### src/rtl/mc_sequencer_pkg.sv
// Shared opcode and sequencer-state definitions for the MC14500-style controller.
package mc_sequencer_pkg;

  typedef enum logic [3:0] {
    OP_NOPO = 4'h0,
    OP_LD   = 4'h1,
    OP_LDC  = 4'h2,
    OP_AND  = 4'h3,
    OP_ANDC = 4'h4,
    OP_OR   = 4'h5,
    OP_ORC  = 4'h6,
    OP_XNOR = 4'h7,
    OP_STO  = 4'h8,
    OP_STOC = 4'h9,
    OP_IEN  = 4'hA,
    OP_OEN  = 4'hB,
    OP_JMP  = 4'hC,
    OP_RTN  = 4'hD,
    OP_SKZ  = 4'hE,
    OP_NOPF = 4'hF
  } instruction_t;

  typedef logic [1:0] seq_state_t;

  localparam seq_state_t S_IDLE  = 2'd0;
  localparam seq_state_t S_FETCH = 2'd1;
  localparam seq_state_t S_EXEC  = 2'd2;
  localparam seq_state_t S_IO    = 2'd3;

  // Opcodes that consume a one-bit operand from I/O (or from RR at the all-ones address).
  function automatic logic is_read_op(input instruction_t op);
    return op inside {[OP_LD:OP_XNOR], OP_IEN, OP_OEN};
  endfunction

endpackage

### src/rtl/mc_sequencer_call_stack.sv
// Return-address LIFO; entry 0 is always the top, so no pointer-indexed reads are needed.
module call_stack #(
  parameter int DATA_W      = 8,
  parameter int STACK_DEPTH = 4
) (
  input  logic              clk,
  input  logic              reset,
  input  logic              push,
  input  logic              pop,
  input  logic [DATA_W-1:0] din,
  output logic [DATA_W-1:0] dout,
  output logic              full,
  output logic              empty
);
  localparam int CNT_W = $clog2(STACK_DEPTH + 1);

  logic [DATA_W-1:0] mem [STACK_DEPTH];
  logic [CNT_W-1:0]  cnt;

  assign full  = (cnt == CNT_W'(STACK_DEPTH));
  assign empty = (cnt == '0);
  assign dout  = mem[0];

  always_ff @(posedge clk) begin
    if (reset) begin
      cnt <= '0;
    end else if (push && !full) begin
      cnt <= cnt + CNT_W'(1);
    end else if (pop && !empty) begin
      cnt <= cnt - CNT_W'(1);
    end
  end

  always_ff @(posedge clk) begin
    if (push && !full) begin
      mem[0] <= din;
      for (int i = 1; i < STACK_DEPTH; i++) mem[i] <= mem[i-1];
    end else if (pop && !empty) begin
      for (int i = 1; i < STACK_DEPTH; i++) mem[i-1] <= mem[i];
    end
  end

  push_pop_exclusive: assert property (@(posedge clk) disable iff (reset) !(push && pop));

endmodule

### src/rtl/mc_sequencer.sv
// Fetch/execute sequencer for the 16-opcode one-bit controller with a hardware call stack.
module mc_sequencer
  import mc_sequencer_pkg::*;
#(
  parameter int ADDR_WIDTH        = 8,
  parameter int INSTRUCTION_WIDTH = 4,
  parameter int DATA_WIDTH        = ADDR_WIDTH + INSTRUCTION_WIDTH,
  parameter int STACK_DEPTH       = 4
) (
  input  logic                  clk,
  input  logic                  reset,
  input  logic                  run,
  output logic                  prog_req,
  output logic [ADDR_WIDTH-1:0] prog_addr,
  input  logic [DATA_WIDTH-1:0] prog_data,
  input  logic                  prog_valid,
  output logic                  io_rd,
  output logic                  io_wr,
  output logic [ADDR_WIDTH-1:0] io_addr,
  output logic                  io_wdata,
  input  logic                  io_rdata,
  input  logic                  io_ack,
  output logic                  rr_out,
  output logic                  flag_o,
  output logic                  flag_f,
  output logic                  stack_err,
  output logic                  halted
);
  seq_state_t            state;
  seq_state_t            boundary;
  instruction_t          ir_op;
  logic [ADDR_WIDTH-1:0] pc;
  logic [ADDR_WIDTH-1:0] pc_inc;
  logic [ADDR_WIDTH-1:0] ir_addr;
  logic [ADDR_WIDTH-1:0] stack_dout;
  logic                  rr;
  logic                  ien;
  logic                  oen;
  logic                  skip;
  logic                  addr_ones;
  logic                  exec_live;
  logic                  push;
  logic                  pop;
  logic                  full;
  logic                  empty;

  // Returns the updated {rr, ien, oen} for an operand-consuming opcode.
  function automatic logic [2:0] exec_read(input instruction_t op, input logic rr_q,
                                           input logic ien_q, input logic oen_q,
                                           input logic raw);
    logic       d;
    logic [2:0] r;
    d = ien_q & raw;
    r = {rr_q, ien_q, oen_q};
    case (op)
      OP_LD:   r[2] = d;
      OP_LDC:  r[2] = ~d;
      OP_AND:  r[2] = rr_q & d;
      OP_ANDC: r[2] = rr_q & ~d;
      OP_OR:   r[2] = rr_q | d;
      OP_ORC:  r[2] = rr_q | ~d;
      OP_XNOR: r[2] = ~(rr_q ^ d);
      OP_IEN:  r[1] = raw;
      OP_OEN:  r[0] = raw;
      default: ;
    endcase
    return r;
  endfunction

  assign pc_inc    = pc + ADDR_WIDTH'(1);
  assign addr_ones = &ir_addr;
  assign boundary  = run ? S_FETCH : S_IDLE;
  assign exec_live = (state == S_EXEC) && !skip;
  assign push      = exec_live && (ir_op == OP_JMP) && !full;
  assign pop       = exec_live && (ir_op == OP_RTN) && !empty;

  assign prog_req  = (state == S_FETCH);
  assign prog_addr = pc;
  assign rr_out    = rr;
  assign halted    = (state == S_IDLE);

  call_stack #(
    .DATA_W      (ADDR_WIDTH),
    .STACK_DEPTH (STACK_DEPTH)
  ) u_call_stack (
    .clk   (clk),
    .reset (reset),
    .push  (push),
    .pop   (pop),
    .din   (pc_inc),
    .dout  (stack_dout),
    .full  (full),
    .empty (empty)
  );

  // Instruction register is pure data and only meaningful after a fetch.
  always_ff @(posedge clk) begin
    if (state == S_FETCH && prog_valid) begin
      ir_op   <= instruction_t'(prog_data[DATA_WIDTH-1 -: INSTRUCTION_WIDTH]);
      ir_addr <= prog_data[ADDR_WIDTH-1:0];
    end
  end

  always_ff @(posedge clk) begin
    if (reset) begin
      state     <= S_IDLE;
      pc        <= '0;
      rr        <= 1'b0;
      ien       <= 1'b0;
      oen       <= 1'b0;
      skip      <= 1'b0;
      io_rd     <= 1'b0;
      io_wr     <= 1'b0;
      io_addr   <= '0;
      io_wdata  <= 1'b0;
      flag_o    <= 1'b0;
      flag_f    <= 1'b0;
      stack_err <= 1'b0;
    end else begin
      flag_o    <= 1'b0;
      flag_f    <= 1'b0;
      stack_err <= 1'b0;
      case (state)
        S_IDLE: begin
          if (run) state <= S_FETCH;
        end
        S_FETCH: begin
          if (prog_valid) state <= S_EXEC;
        end
        S_EXEC: begin
          if (skip) begin
            skip  <= 1'b0;
            pc    <= pc_inc;
            state <= boundary;
          end else if (is_read_op(ir_op)) begin
            if (!addr_ones) begin
              io_rd   <= 1'b1;
              io_addr <= ir_addr;
              state   <= S_IO;
            end else begin
              {rr, ien, oen} <= exec_read(ir_op, rr, ien, oen, rr);
              pc    <= pc_inc;
              state <= boundary;
            end
          end else begin
            case (ir_op)
              OP_STO, OP_STOC: begin
                if (oen && !addr_ones) begin
                  io_wr    <= 1'b1;
                  io_addr  <= ir_addr;
                  io_wdata <= (ir_op == OP_STO) ? rr : ~rr;
                  state    <= S_IO;
                end else begin
                  pc    <= pc_inc;
                  state <= boundary;
                end
              end
              OP_JMP: begin
                // A full stack drops the return address but the jump still happens.
                stack_err <= full;
                pc        <= ir_addr;
                state     <= boundary;
              end
              OP_RTN: begin
                stack_err <= empty;
                pc        <= empty ? pc_inc : stack_dout;
                state     <= boundary;
              end
              OP_SKZ: begin
                skip  <= ~rr;
                pc    <= pc_inc;
                state <= boundary;
              end
              OP_NOPO: begin
                flag_o <= 1'b1;
                pc     <= pc_inc;
                state  <= boundary;
              end
              OP_NOPF: begin
                flag_f <= 1'b1;
                pc     <= pc_inc;
                state  <= boundary;
              end
              default: begin
                pc    <= pc_inc;
                state <= boundary;
              end
            endcase
          end
        end
        S_IO: begin
          if (io_ack) begin
            if (io_rd) {rr, ien, oen} <= exec_read(ir_op, rr, ien, oen, io_rdata);
            io_rd <= 1'b0;
            io_wr <= 1'b0;
            pc    <= pc_inc;
            state <= boundary;
          end
        end
        default: state <= S_IDLE;
      endcase
    end
  end

endmodule

### config.mk
export PLATFORM = sky130hd
export DESIGN_NAME = mc_sequencer
export DESIGN_NICKNAME = d
export VERILOG_FILES = /design/src/rtl/mc_sequencer_pkg.sv /design/src/rtl/mc_sequencer_call_stack.sv /design/src/rtl/mc_sequencer.sv
export SDC_FILE = /design/constraint.sdc
export NUM_CORES = 1
export LEC_CHECK = 0
export ABC_AREA = 1
export CORE_ASPECT_RATIO = 1.5
export CORE_MARGIN = 1.5
export CORE_UTILIZATION = 30
export CTS_BUF_LIST = sky130_fd_sc_hd__clkbuf_4 sky130_fd_sc_hd__clkbuf_8
export CTS_CLUSTER_SIZE = 40
export DETAILED_ROUTE_END_ITERATION = 8
export PLACE_DENSITY_LB_ADDON = 0.08
export REMOVE_ABC_BUFFERS = 1
export SKIP_LAST_GASP = 1
export SYNTH_ARGS = -nofsm -noshare
export SYNTH_HDL_FRONTEND = slang
export SYNTH_HIERARCHICAL = 1
export SYNTH_SLANG_ARGS = --single-unit
### constraint.sdc
create_clock -name clk -period 3.6 [get_ports clk]
set_clock_uncertainty 0.1 [all_clocks]
set_input_delay 1.08 -clock clk [delete_from_list [all_inputs] [get_ports clk]]
set_output_delay 1.08 -clock clk [all_outputs]
set_load 0.01 [all_outputs]
==> results of run 1 <==
sequential cells by signal, indices dropped and copies added, names as in the netlist, 2 cells and up:
register          cells
io_addr               8
ir_addr               8
ir_op                 4
prog_addr             8
state                 2
u_call_stack/cnt      3
u_call_stack/mem     32
critical path, cell delays in order (launching register included):
cell	delay, ns
dfxtp_1	0.45
inv_1	0.12
nor2_1	0.24
clkdlybuf4s50_1	0.59
synth_stat cells (all sizes together), types with 3 or more instances:
cell	count
nand2	155
xnor2	3
o21ai	31
edfxtp	44
xor2	4
nor2	54
nand4	3
nand3	36
inv	65
nor3	7
buf	6
a21oi	27
dfxtp	31
cells by family (layout without fill, tap and decap cells):
| logic type | count (synthesis) | count (layout) |
|---|---|---|
| AOI/OAI and AO/OA | 62 | 62 |
| xor gates and xnor gates | 7 | 7 |
| adders and majority gates | 2 | 2 |
| buffers and inverters | 73 | 127 |
| DFF | 75 | 75 |
| and+or+nand+nor | 256 | 256 |
cell type report:
class	instances	area (µm²)
Multi-Input combinational cell	327	1560
Fill cell	1309	7830
Inverter	65	244
Clock inverter	3	17.5
Clock buffer	13	154
Timing Repair Buffer	46	450
Tap cell	156	195
Sequential cell	75	1940
power by group:
group	switching (µW)	internal, µW	total [µW]
Clock	316	280	596
Combinational	261	181	441
Sequential	62.1	970	1030
Total	639	1430	2070
worst min path at each step:
stage	startpoint	to	slack [ns]
6_report	io_addr[6]$_SDFFE_PP0P_	io_addr[6]$_SDFFE_PP0P_	0.35
5_1_grt	u_call_stack/mem[2][2]$_DFFE_PP_	u_call_stack/mem[3][2]$_DFFE_PP_	0.38
4_1_cts	io_addr[6]$_SDFFE_PP0P_	io_addr[6]$_SDFFE_PP0P_	0.35
3_5_place_dp	io_addr[6]$_SDFFE_PP0P_	io_addr[6]$_SDFFE_PP0P_	0.34
3_3_place_gp	io_addr[6]$_SDFFE_PP0P_	io_addr[6]$_SDFFE_PP0P_	0.34
2_1_floorplan	u_call_stack/mem[2][0]$_DFFE_PP_	u_call_stack/mem[3][0]$_DFFE_PP_	0.33
routing by layer:
| layer | global-route usage [%] | vias to the layer above |
|---|---|---|
| met5 | 0 | - |
| met4 | 8.64 | 0 |
| met3 | 2.86 | 21 |
| met2 | 30.1 | 54 |
| met1 | 18.3 | 1514 |
| li1 | - | 1630 |
stage by stage:
step | worst slack [ns] | hold WS, ns
floorplan | 0.986 | 0.327
global placement | 0.849 | 0.338
detailed placement | 0.777 | 0.339
CTS | 0.641 | 0.351
global route | 0.455 | 0.384
finish | 0.670 | 0.348
==> impl_metrics.env, run 1 <==
export IMPL_reg2reg_slack_ns=0.73
export IMPL_cts_repair_resized=0
export IMPL_power_uw=2070
export IMPL_ant_nets=0
export IMPL_portBuffers=42
export IMPL_ctsHoldBuffers=0
export IMPL_ys_seq_area_share_pct=51.2
export IMPL_dpl_cell_area_um2=4390
export IMPL_start_util_pct=30.6
export IMPL_nNetsFinal=544
export IMPL_period_share_pct=81.4
export IMPL_cp_max_fo=4
export IMPL_reg2reg_to="u_call_stack/cnt[2]$_SDFFE_PP0P_"
export IMPL_first_pass_iters=4
export IMPL_slew_violations=0
export IMPL_drt_wl_total_um=10500
export IMPL_cellPowerDensity_nw_per_um2=454
export IMPL_dieArea_um2=13300
export IMPL_synth_compound_area_share_pct=9.80
export IMPL_postCtsSetupRepairBufs=0
export IMPL_syn_to_final_growth_pct=20.2
export IMPL_final_setup_tns_ns=0
export IMPL_crit_start="state[0]$_SDFFE_PP0P_"
export IMPL_dpl_cell_count=669
export IMPL_cts_max_level=3
export IMPL_endpoint="prog_req"
export IMPL_peakVddDrop_mv=0.146
export IMPL_async_reset_ff_share_pct=0
export IMPL_setup_viol=0
export IMPL_synth_top_area_share_pct=34.8
export IMPL_io_pins=43
export IMPL_wl_met2_um=5600
export IMPL_cts_sinks=75
export IMPL_grt_overflow=0
export IMPL_utilization_pct=36.8
export IMPL_grt_usage_pct=16.7
export IMPL_synth_warnings=6
export IMPL_min_path_cells=2
export IMPL_status="finished clean"
export IMPL_cts_tree="yes"
export IMPL_relSlewSlack_pct=55.4
export IMPL_die_h_um=141
export IMPL_dp_hpwl_um=7960
export IMPL_drc=0
export IMPL_stdcell_area_um2=4560
export IMPL_synth_top_family_by_area="simple AND/OR/NAND/NOR gates"
export IMPL_clockBufferDepth=2
export IMPL_top_layer_used="met4"
export IMPL_max_freq_mhz=341
export IMPL_num_rows=50
export IMPL_vias_per_cell=4.70
export IMPL_wl_per_cell_um=15.4
export IMPL_cts_clk_slew_worst_paths_ns=0.08
export IMPL_synthFlopType="edfxtp_1"
export IMPL_dr_total_vias=3219
export IMPL_cts_root_buf="clkbuf_8"
export IMPL_netlist_instances=475
export IMPL_endpoint_kind="output port"
export IMPL_wl_met3_um=300
export IMPL_numCtsBuffers=9
export IMPL_antenna_found_initial=0
export IMPL_synthTopCellsByArea="edfxtp_1 (35%), dfxtp_1 (16%), nand2_1 (15%)"
export IMPL_worst_ep_required_time_ns=2.42
export IMPL_num_antenna_cells=0
export IMPL_synth_fa_ha_area_share_pct=0.858
export IMPL_synth_top_area_cell="edfxtp_1"
export IMPL_total_leakage_power_uw=0.00191
export IMPL_start_kind="register"
export IMPL_layout_common_cells="nand2_1 (150), inv_1 (61), nor2_1 (48)"
export IMPL_synth_simple_gate_area_share_pct=28.8
export IMPL_rr_startpoint="ir_op[1]$_DFFE_PP_"
export IMPL_drive_gt1_share_pct=9.07
export IMPL_gp_congestion=0.889
export IMPL_grt_pass1_vias=3200
export IMPL_synth_area_um2=3790
export IMPL_rsz0062_at_grt="false"
export IMPL_core_um2=12400
export IMPL_fin_crit_ns=2.93
export IMPL_synth_enable_flop_cells=44
export IMPL_grt_max_degree=35
export IMPL_hold_class="reg -> reg"
export IMPL_synth_mux_area_fraction_pct=0
export IMPL_layout_commonest_cell="nand2_1"
export IMPL_worst_pin_slew_ns=0.669
export IMPL_final_cell_count_no_fill=685
export IMPL_max_cap_viol_count=0
export IMPL_grt_pass1_wl_um=16600
export IMPL_critical_path_class="reg -> out"
export IMPL_arrival_ns=1.75
export IMPL_r2r_cells=13
export IMPL_die_w_um=94.8
export IMPL_synth_seq_cells=75
export IMPL_finalHoldViolations=0
export IMPL_m1WireLength_um=4250
export IMPL_drt_initial_drc_count=138
export IMPL_ys_types=30
export IMPL_yosys_area_share_xor_xnor_pct=1.62
export IMPL_insertion_delay_ns=0.35
export IMPL_postSynthAreaPerCell_um2=7.98
(Power assumes the default switching activity.)
==> inputs of run 2 (changes only) <==
clock period = 2.69 ns   (was 3.6 ns; I/O delays follow)
==> run 2 against run 1 <==
- utilization up 0.88 points
- total power up 40%
- via count up 1.4%
- design area up 2.4%
- flip-flop and latch count unchanged
- sequential power up 34%
- largest cell class unchanged
- largest power group unchanged
==> impl_metrics.env, run 2 (synthesized netlist as in run 1, its figures left out) <==
export IMPL_status="finished clean"
export IMPL_cts_max_level=3
export IMPL_antenna_found_initial=0
export IMPL_rsz0062_at_grt="false"
export IMPL_postCtsSetupRepairBufs=0
export IMPL_num_rows=50
export IMPL_cts_root_buf="clkbuf_8"
export IMPL_cp_max_fo=4
export IMPL_worst_ep_required_time_ns=1.78
export IMPL_setup_viol=0
export IMPL_grt_pass1_wl_um=17100
export IMPL_fin_crit_ns=2.53
export IMPL_grt_usage_pct=17.1
export IMPL_ant_nets=0
export IMPL_insertion_delay_ns=0.35
export IMPL_start_util_pct=30.6
export IMPL_max_cap_viol_count=0
export IMPL_arrival_ns=1.62
export IMPL_first_pass_iters=4
export IMPL_drt_wl_total_um=10600
export IMPL_slew_violations=0
export IMPL_worst_pin_slew_ns=0.456
export IMPL_power_uw=2890
export IMPL_max_freq_mhz=396
export IMPL_cellPowerDensity_nw_per_um2=619
export IMPL_cts_tree="yes"
export IMPL_dr_total_vias=3264
export IMPL_clockBufferDepth=2
export IMPL_total_leakage_power_uw=0.00196
export IMPL_layout_commonest_cell="nand2_1"
export IMPL_grt_overflow=0
export IMPL_vias_per_cell=4.72
export IMPL_cts_clk_slew_worst_paths_ns=0.08
export IMPL_critical_path_class="reg -> out"
export IMPL_die_w_um=94.8
export IMPL_drive_gt1_share_pct=10.4
export IMPL_drt_initial_drc_count=144
export IMPL_largest_register_ffs=32
export IMPL_die_h_um=141
export IMPL_final_setup_tns_ns=0
export IMPL_nNetsFinal=551
export IMPL_gp_congestion=0.881
export IMPL_io_pins=43
export IMPL_hold_class="reg -> reg"
export IMPL_endpoint_kind="output port"
export IMPL_dp_hpwl_um=8100
export IMPL_dieArea_um2=13300
export IMPL_numCtsBuffers=9
export IMPL_start_kind="register"
export IMPL_ctsHoldBuffers=0
export IMPL_wl_per_cell_um=15.3
export IMPL_portBuffers=42
export IMPL_core_um2=12400
export IMPL_period_share_pct=93.9
export IMPL_cts_sinks=75
export IMPL_grt_pass1_vias=3287
export IMPL_layout_common_cells="nand2_1 (150), inv_1 (61), nor2_1 (47)"
export IMPL_syn_to_final_growth_pct=23.1
export IMPL_regMostFlops="u_call_stack/mem"
export IMPL_drc=0
export IMPL_num_antenna_cells=0
export IMPL_finalHoldViolations=0
export IMPL_grt_max_degree=35
export IMPL_peakVddDrop_mv=0.222
export IMPL_relSlewSlack_pct=69.5
-- run 2: changes by cell type in the layout (fill, tap and decap cells not counted), sizes merged --
cell,change
buf,+7
bufinv,+1
clkinvlp,-1
-- run 2: through the flow --
step                      utilization [%]  area [µm²]  worst slack [ns]  instances  hold WS [ns]
after detailed placement             35.9        4450             0.206        676         0.341
final                                37.7        4670             0.163        692         0.351
after floorplan                         -        3740            0.0763        467         0.327
after global routing                 37.7        4670            0.0314        692         0.369
after global placement               35.9        4450             0.220        676         0.337
after CTS                            37.6        4650            0.0857        692         0.354
-- run 2: routing by layer --
| metal | vias to the layer above | wire length, µm | GRT usage [%] |
|---|---|---|---|
| met3 | 21 | 327 | 3.45 |
| met2 | 69 | 5620 | 30.5 |
| met1 | 1530 | 4300 | 19.0 |
| met4 | 0 | 375 | 8.17 |
| met5 | - | 0 | 0 |
| li1 | 1644 | - | - |
-- run 2: critical path, cell delays in order (launching register included) --
cell and delay (ns):
dfxtp_1 0.46, inv_1 0.12, nor2_2 0.14, clkdlybuf4s50_1 0.55
-- run 2: path summary, 6_finish.rpt --
kind                         start                                to  slack, ns  depth (start not counted)
min reg2reg     io_wr$_SDFFE_PP0P_                io_wr$_SDFFE_PP0P_       0.35                          2
max reg2reg     ir_op[3]$_DFFE_PP_  u_call_stack/mem[2][3]$_DFFE_PP_       0.25                         11
min             io_wr$_SDFFE_PP0P_                io_wr$_SDFFE_PP0P_       0.35                          2
max          state[0]$_SDFFE_PP0P_                          prog_req       0.16                          3
-- run 2: power breakdown --
group | total (µW) | internal (µW) | switching (µW)
Sequential | 1380 | 1300 | 82.5
Combinational | 609 | 255 | 355
Clock | 897 | 482 | 416
-- run 2: cell type report --
class / instances / area [µm²]
clock buffer: 13 / 160
clock inverter: 3 / 38.8
fill: 1301 / 7720
inverter: 65 / 244
multi-input combinational: 327 / 1570
sequential: 75 / 1940
tap: 156 / 195
timing repair buffer: 53 / 515
-- run 2: what timing repair did --
| item | in CTS | in global routing |
|---|---|---|
| gates resized for setup | 0 | 3 |
| hold endpoints to repair | 0 | 0 |
| setup endpoints to repair | 0 | 17 |
==> inputs of run 3 (changes only) <==
MAX_ROUTING_LAYER = met4   (was not set)
==> run 3 against run 2 <==
- critical endpoint unchanged
- critical path depth unchanged
- critical path type unchanged
- setup slack got worse by 0.042 ns
- register-to-register slack got worse by 0.02 ns
- sequential power about the same
- wire length decreased by 0.45%
- non-clock buffer count increased by 1
- first-iteration DRC count decreased by 0.69%
- fmax decreased by 1.6%
- highest routed layer unchanged
- clock-buffer cell count decreased by 1
- sequential share of layout area decreased by 0.28 points
==> impl_metrics.env, run 3 (synthesized netlist as in run 1, its figures left out) <==
export IMPL_status="finished clean"
export IMPL_start_kind="register"
export IMPL_grt_overflow=0
export IMPL_slew_violations=0
export IMPL_cts_repair_resized=0
export IMPL_arrival_ns=1.66
export IMPL_grt_max_degree=35
export IMPL_reg2reg_to="u_call_stack/cnt[2]$_SDFFE_PP0P_"
export IMPL_reg2reg_slack_ns=0.23
export IMPL_dr_total_vias=3177
export IMPL_hold_ws_ns=0.346
export IMPL_layout_commonest_cell="nand2_1"
export IMPL_num_rows=50
export IMPL_min_from="io_wr$_SDFFE_PP0P_"
export IMPL_period_share_pct=95.5
export IMPL_grt_usage_pct=17.7
export IMPL_cts_clk_slew_worst_paths_ns=0.08
export IMPL_largest_register_ffs=32
export IMPL_gp_congestion=0.891
export IMPL_dpl_cell_count=677
export IMPL_critical_path_class="reg -> out"
export IMPL_r2r_cells=13
export IMPL_num_antenna_cells=0
export IMPL_drt_initial_drc_count=143
export IMPL_cts_root_buf="clkbuf_8"
export IMPL_postCtsSetupRepairBufs=0
export IMPL_regMostFlops="u_call_stack/mem"
export IMPL_worst_pin_slew_ns=0.487
export IMPL_fin_crit_ns=2.57
export IMPL_peakVddDrop_mv=0.259
export IMPL_relSlewSlack_pct=67.4
export IMPL_max_freq_mhz=389
export IMPL_die_h_um=141
export IMPL_core_um2=12400
export IMPL_io_pins=43
export IMPL_dieArea_um2=13300
export IMPL_dp_hpwl_um=8160
export IMPL_dpl_cell_area_um2=4460
export IMPL_first_pass_iters=5
export IMPL_ctsHoldBuffers=0
export IMPL_nNetsFinal=552
export IMPL_hold_path_end="io_wr$_SDFFE_PP0P_"
export IMPL_crit_start="state[1]$_SDFFE_PP0P_"
export IMPL_max_cap_viol_count=0
export IMPL_cts_max_level=3
export IMPL_setup_viol=0
export IMPL_start_util_pct=30.6
export IMPL_portBuffers=42
export IMPL_drc=0
export IMPL_final_setup_tns_ns=0
export IMPL_worst_ep_required_time_ns=1.78
export IMPL_layout_common_cells="nand2_1 (150), inv_1 (61), nor2_1 (48)"
export IMPL_endpoint_kind="output port"
export IMPL_drt_wl_total_um=10600
export IMPL_ant_nets=0
export IMPL_cellPowerDensity_nw_per_um2=638
export IMPL_stdcell_area_um2=4700
export IMPL_insertion_delay_ns=0.35
export IMPL_total_leakage_power_uw=0.00198
export IMPL_grt_pass1_vias=3245
export IMPL_rr_startpoint="ir_op[1]$_DFFE_PP_"
export IMPL_cp_max_fo=5
export IMPL_vias_per_cell=4.58
export IMPL_finalHoldViolations=0
export IMPL_cts_sinks=75
export IMPL_rsz0062_at_grt="false"
export IMPL_antenna_found_initial=0
export IMPL_clockBufferDepth=2
export IMPL_final_cell_count_no_fill=693
export IMPL_syn_to_final_growth_pct=24.0
export IMPL_drive_gt1_share_pct=10.6
export IMPL_hold_class="reg -> reg"
export IMPL_grt_pass1_wl_um=17100
export IMPL_cts_tree="yes"
export IMPL_numCtsBuffers=9
export IMPL_die_w_um=94.8
export IMPL_wl_per_cell_um=15.3
export IMPL_min_path_cells=2
## run 3: metrics by stage
step | worst slack [ns] | util [%] | total power (µW)
finish | 0.121 | 38.0 | 3000
global route | 0.0196 | 38.0 | 3180
CTS | 0.0719 | 37.9 | 3050
detailed placement | 0.227 | 36.0 | 2030
global placement | 0.245 | 36.0 | 2030
floorplan | 0.0763 | - | 1720
## run 3: worst max path at each step
stage | to
final | prog_req
after global placement | u_call_stack/mem[2][5]$_DFFE_PP_
after detailed placement | u_call_stack/cnt[2]$_SDFFE_PP0P_
after global routing | prog_req
after floorplan | u_call_stack/cnt[0]$_SDFFE_PP0P_
after CTS | prog_req
## run 3: final cells by class
type / count / area, µm²
Fill cell: 1287 / 7680
Timing Repair Buffer: 54 / 523
Multi-Input combinational cell: 327 / 1570
Sequential cell: 75 / 1940
Tap cell: 156 / 195
Clock buffer: 12 / 159
Inverter: 65 / 244
Clock inverter: 4 / 73.8
## run 3: worst max-delay path: stages (launching register included)
cell	delay [ns]
dfxtp_1	0.36
buf_4	0.18
nor2_1	0.19
clkdlybuf4s50_1	0.58
## run 3: power breakdown
| group | switching (µW) | total [µW] | internal [µW] |
|---|---|---|---|
| clock | 427 | 1010 | 584 |
| combinational | 359 | 617 | 258 |
| sequential | 75.4 | 1370 | 1300 |
| total | 862 | 3000 | 2140 |
## run 3: per-layer routing
layer	vias up	share of wire [%]	global-route usage [%]
met5	-	0	-
met4	0	3.5	8.17
met3	22	3.1	3.07
met2	50	54	31.4
met1	1464	40	18.5
li1	1641	-	-
